**src/rtl/counter_pkg.sv**
```systemverilog
// rtl/counter_pkg.sv - shared constants and parameter legality check for multimode_counter
package counter_pkg;

  localparam logic DIR_DOWN  = 1'b0;
  localparam logic DIR_UP    = 1'b1;
  localparam logic MODE_WRAP = 1'b0;
  localparam logic MODE_SAT  = 1'b1;

  function automatic bit params_ok(input int width, input longint unsigned max,
                                   input int prescale);
    bit ok;
    ok = (width >= 2) && (width <= 32);
    ok = ok && (max >= 64'd1) && (max < (64'd1 << width));
    ok = ok && (prescale >= 1) && (prescale <= 65535);
    return ok;
  endfunction

endpackage

```
**src/rtl/tick_gen.sv**
```systemverilog
// rtl/tick_gen.sv - enable prescaler producing one step every PRESCALE enabled cycles
module tick_gen #(
  parameter int PRESCALE = 1
) (
  input  logic clk,
  input  logic rst,
  input  logic en,
  input  logic clear,
  output logic step
);

  localparam logic [15:0] LAST = 16'(PRESCALE - 1);

  logic [15:0] phase;

  assign step = en && (phase == LAST);

  // en=0 freezes the phase; only reset or clear discard it
  always_ff @(posedge clk or posedge rst) begin
    if (rst) begin
      phase <= '0;
    end else if (clear) begin
      phase <= '0;
    end else if (en) begin
      phase <= step ? 16'd0 : phase + 16'd1;
    end
  end

endmodule

```
**src/rtl/multimode_counter.sv**
```systemverilog
// rtl/multimode_counter.sv - prescaled up/down wrap/saturate counter with load, tc and sticky ovf
module multimode_counter
  import counter_pkg::*;
#(
  parameter int              WIDTH    = 8,
  parameter longint unsigned MAX      = (64'd1 << WIDTH) - 64'd1,
  parameter int              PRESCALE = 1
) (
  input  logic             clk,
  input  logic             rst,
  input  logic             en,
  input  logic             load,
  input  logic [WIDTH-1:0] data,
  input  logic             up,
  input  logic             sat,
  input  logic             clr_ovf,
  output logic [WIDTH-1:0] out,
  output logic             tc,
  output logic             ovf
);

  if (!params_ok(WIDTH, MAX, PRESCALE)) begin : g_bad_params
    $error("multimode_counter: illegal WIDTH/MAX/PRESCALE");
  end

  localparam logic [WIDTH:0] MAX_X = MAX[WIDTH:0];

  logic           step;
  logic           bound;
  logic           event_hit;
  logic [WIDTH:0] cnt_x;
  logic [WIDTH:0] nxt_x;
  logic [WIDTH:0] data_x;
  logic [WIDTH:0] load_x;

  tick_gen #(.PRESCALE(PRESCALE)) u_tick (
    .clk   (clk),
    .rst   (rst),
    .en    (en),
    .clear (load),
    .step  (step)
  );

  // one extra bit keeps +1 at MAX = 2**WIDTH-1 from truncating
  always_comb begin
    cnt_x = {1'b0, out};
    nxt_x = cnt_x;
    bound = 1'b0;
    if (up == DIR_UP) begin
      if (cnt_x >= MAX_X) begin
        bound = 1'b1;
        nxt_x = (sat == MODE_SAT) ? MAX_X : '0;
      end else begin
        nxt_x = cnt_x + 1'b1;
      end
    end else begin
      if (cnt_x == '0) begin
        bound = 1'b1;
        nxt_x = (sat == MODE_SAT) ? '0 : MAX_X;
      end else begin
        nxt_x = cnt_x - 1'b1;
      end
    end
  end

  assign data_x    = {1'b0, data};
  assign load_x    = (data_x > MAX_X) ? MAX_X : data_x;
  assign event_hit = !load && step && bound;

  always_ff @(posedge clk or posedge rst) begin
    if (rst) begin
      out <= '0;
      tc  <= 1'b0;
      ovf <= 1'b0;
    end else begin
      if (load) begin
        out <= load_x[WIDTH-1:0];
      end else if (step) begin
        out <= nxt_x[WIDTH-1:0];
      end
      tc  <= event_hit;
      ovf <= event_hit || (ovf && !clr_ovf);
    end
  end

endmodule

```
**config.mk**
```make
export PLATFORM = sky130hd
export DESIGN_NAME = multimode_counter
export DESIGN_NICKNAME = d
export VERILOG_FILES = /design/src/rtl/counter_pkg.sv /design/src/rtl/tick_gen.sv /design/src/rtl/multimode_counter.sv
export SDC_FILE = /design/constraint.sdc
export NUM_CORES = 1
export LEC_CHECK = 0
export CAP_MARGIN = 20
export CORE_MARGIN = 1
export CORE_UTILIZATION = 40
export CTS_CLUSTER_DIAMETER = 50
export CTS_CLUSTER_SIZE = 40
export DETAILED_ROUTE_END_ITERATION = 7
export DONT_BUFFER_PORTS = 1
export GPL_ROUTABILITY_DRIVEN = 0
export PLACE_DENSITY = 0.58
export SLEW_MARGIN = 20
export SYNTH_ARGS = -nofsm -noshare
export SYNTH_HDL_FRONTEND = slang
export SYNTH_HIERARCHICAL = 1
export SYNTH_SLANG_ARGS = --single-unit
```
**constraint.sdc**
```tcl
create_clock -name clk -period 2.3 [get_ports clk]
set_input_delay 0.575 -clock clk [delete_from_list [all_inputs] [get_ports clk]]
set_output_delay 0.575 -clock clk [all_outputs]
set_load 0.02 [all_outputs]
```
==> summary.md <==
| Metric | Value |
|---|---|
| Cell family with most CP delay | `simple AND/OR/NAND/NOR gates` |
| Setup Total Neg Slack | `0 ps` |
| Share of final-layout standard cells stronger than drive strength 1 | `24.8%` |
| Initial antenna violation count | `0` |
| Series of cell instances along the critical path | `inv_2, ha_2, or4b_4, nor4_4, buf_4, inv_6, a21oi_1, o31ai_1, o22ai_1, o21ai_1` |
| Area of all placed cells without fillers | `2330 sq um` |
| Register bit count reported by yosys | `26` |
| Kind of start point of the critical path | `flop` |
| Maximum operating frequency | `445 MHz` |
| Leftover overflow at the end of global routing | `0` |
| Required time worst endpoint | `2470 ps` |
| Ys async rst share | `100%` |
| Number of design rule violations left after detail routing | `0` |
| Final critical-path setup slack | `54.0 ps` |
| Placement-stage cell area | `2210 sq um` |
| Number of max-capacitance violations reported | `0` |
| Portion of synthesized cell area occupied by the leading cell type | `32.8%` |
| Hold WS | `167 ps` |
| CTS sink count | `26` |
| Number of top-level pins | `25` |
| Sw Ratio | `33.2%` |
| Storage element area | `651 sq um` |
| Sequential fraction of the synthesis area | `32.8%` |
| Number of pins with negative max-slew slack in the final report | `0` |
| Global-route wire length before repair | `8.73 mm` |
| Number of buffers and inverters on the critical path | `3` |
| H-tree levels | `1` |
| Ant diodes | `0` |
| Arrival time at the worst endpoint | `2410 ps` |
| Ys flop type | `sky130_fd_sc_hd__dfrtp_1` |
| Post-DP HPWL | `3.92 mm` |
| Most frequent cells after synthesis | `26 x sky130_fd_sc_hd__dfrtp_1, 24 x sky130_fd_sc_hd__nor2_1, 15 x sky130_fd_sc_hd__nand2_1` |
| # fillers | `467` |
| WP depth | `10` |
| Most area-consuming cells after synthesis | `sky130_fd_sc_hd__dfrtp_1 33%, sky130_fd_sc_hd__nor2_1 4.5%, sky130_fd_sc_hd__a21oi_1 3.5%, sky130_fd_sc_hd__ha_1 3.2%, sky130_fd_sc_hd__nand2_1 2.8%` |
| Gate count of the mapped netlist | `236` |
| Leakage power of the design | `0.000976 uW` |
| Slowest stage cell, crit path | `sky130_fd_sc_hd__or4b_4` |
| Area of the multi-input gates | `1250 sq um` |
| Row count | `25` |
| Area of the core | `4750 sq um` |
| Unrepaired setup endpoints after global routing | `yes` |
| Crit path time final | `2250 ps` |
| Worst IR Drop VDD | `0.000217 V` |
| X dimension of the die | `72.4 microns` |
| Library cell with the highest instance count after synthesis | `sky130_fd_sc_hd__dfrtp_1` |
| Post-synthesis cell type count | `63` |
| Period utilization | `97.7%` |
| Worst R2R Setup Slack | `50 ps` |
| CTS tree | `yes` |
| Start-to-end type of the worst setup path | `reg2reg` |
| Power density of the placed cells | `504 nW/um^2` |
| DRT Wirelength | `5.30 mm` |
| Vias in the first global route | `1762` |
| Cells on worst reg2reg path | `10` |
| Transition time at the pin with the least slew margin | `664 ps` |
| Power share of the sequential group | `42.0%` |
| Clock skew | `3.28 ps` |
| Total of endpoints with negative setup slack in the final report | `0` |
| First-pass iteration count of the detailed router | `4` |
| Pre-CTS worst setup slack | `40.3 ps` |
| Area of the die | `5250 sq um` |
| Clock buffers created by TritonCTS | `3` |
| Fin nets | `275` |
| Count of nets left with antenna violations after detail routing | `0` |
| Starting density of the core | `41.7%` |
| Hold_buf cts | `0` |
| Delay contributed by the slowest stage of the critical path | `490 ps` |
| Relative contribution of the clock network to total power | `25.9%` |
| Clk Tree Root Cell | `sky130_fd_sc_hd__clkbuf_8` |
| Cell taking the most area after synthesis | `sky130_fd_sc_hd__dfrtp_1` |
| Max transition margin | `55.7%` |
| Syn Nets | `256` |
| Result of the run | `completed` |
| Core occupancy in the finished layout | `49.0%` |
| Insertion delay to the later sink of the worst-skew pair | `270 ps` |
| Via count of the routed design | `1877` |
| Clock-pin slew on the worst setup and hold paths | `90 ps` |
| Post-DR vias/cell | `5.85` |
| Layout overhead on the synthesized area | `17.4%` |
| Drt wl/cell | `16.5 microns` |
| Quantity of I/O buffers inserted on ports | `0` |
| Psw | `389 uW` |
| Worst min-delay path class | `in2async` |
| Worst setup EP type | `flop` |
| Aggregate global-route resource usage | `21.4%` |
| Maximum number of pins on one net before global-route repair | `28` |
| Count of final hold-check violations | `0` |
| Gate power share | `32.1%` |
| DRT iter0 DRCs | `124` |
| Avg Cell Area, Syn | `8.41 sq um` |
| Max clock buf depth | `2` |
| Summed instance area of the synthesized netlist | `1980 sq um` |
| Number of synthesized flops with an enable pin | `0` |
| DIE HEIGHT | `72.4 microns` |
| Internal Dissipation | `785 uW` |
| CP max FO | `6` |
| Count of warnings emitted by yosys | `6` |
## sequential cells by signal, indices dropped and copies added, names as in the netlist
name / cells
u_tick/phase: 16
out: 8
ovf: 1
tc: 1
## cells in the final DEF (no fill, tap or decap), drive strengths merged, types with 5 or more instances in the layout
| cell | count |
|---|---|
| nand3 | 9 |
| a21oi | 14 |
| dfrtp | 26 |
| nor4 | 8 |
| inv | 12 |
| a31oi | 5 |
| buf | 32 |
| o21ai | 10 |
| nor3 | 8 |
| nand4 | 5 |
| xor2 | 5 |
| or4 | 5 |
| ha | 5 |
| nand2 | 15 |
| nor2 | 24 |
## layout make-up
class	count	share of cell area (%)
Timing Repair Buffer	32	10.5
Clock buffer	4	2.36
Tap cell	67	3.60
Multi-Input combinational cell	180	53.5
Inverter	12	2.15
Sequential cell	26	27.9
## logic make-up (layout without fill, tap and decap cells)
group / Yosys count / after routing / synth area share (%)
simple gates: 99 / 99 / 28.3
compound gates: 62 / 62 / 21.7
buf+inv: 30 / 48 / 7.44
flops: 26 / 26 / 32.8
xor+xnor: 9 / 9 / 3.97
fa+ha+maj: 5 / 5 / 3.15
mux: 5 / 5 / 2.65
## repair_timing
| action | in CTS | in global routing |
|---|---|---|
| setup buffers | 0 | 2 |
| setup endpoints to repair | 0 | 6 |
| resized for setup | 0 | 11 |
## stage by stage
stage / total power, uW / cells
after floorplan: 772 / 236
after detailed placement: 854 / 315
after CTS: 1160 / 319
final: 1170 / 321
after global placement: 854 / 315
after global routing: 1230 / 321
## metal layers
layer | up-vias | global-route usage (%) | share of wire (%)
met5 | - | 0 | 0
met4 | 0 | 7.19 | 2.2
met3 | 10 | 3.19 | 5.4
met2 | 54 | 36.6 | 48
met1 | 900 | 27.7 | 44
li1 | 913 | - | -
## final timing paths
kind,end,from
max,out[2],u_tick/phase[1]
min,out[6],rst
max reg2reg,out[2],u_tick/phase[1]
min reg2reg,u_tick/phase[14],u_tick/phase[14]
max in group asynchronous,u_tick/phase[1],rst
min in group clk,ovf,clr_ovf
## power by group through the flow
stage / combinational [uW] / clock, uW / sequential [uW]
after floorplan: 238 / 0 / 534
after global placement: 352 / 0 / 503
after detailed placement: 351 / 0 / 502
after CTS: 353 / 313 / 493
after global routing: 408 / 329 / 495
final: 377 / 304 / 493
(Power assumes the default switching activity.)
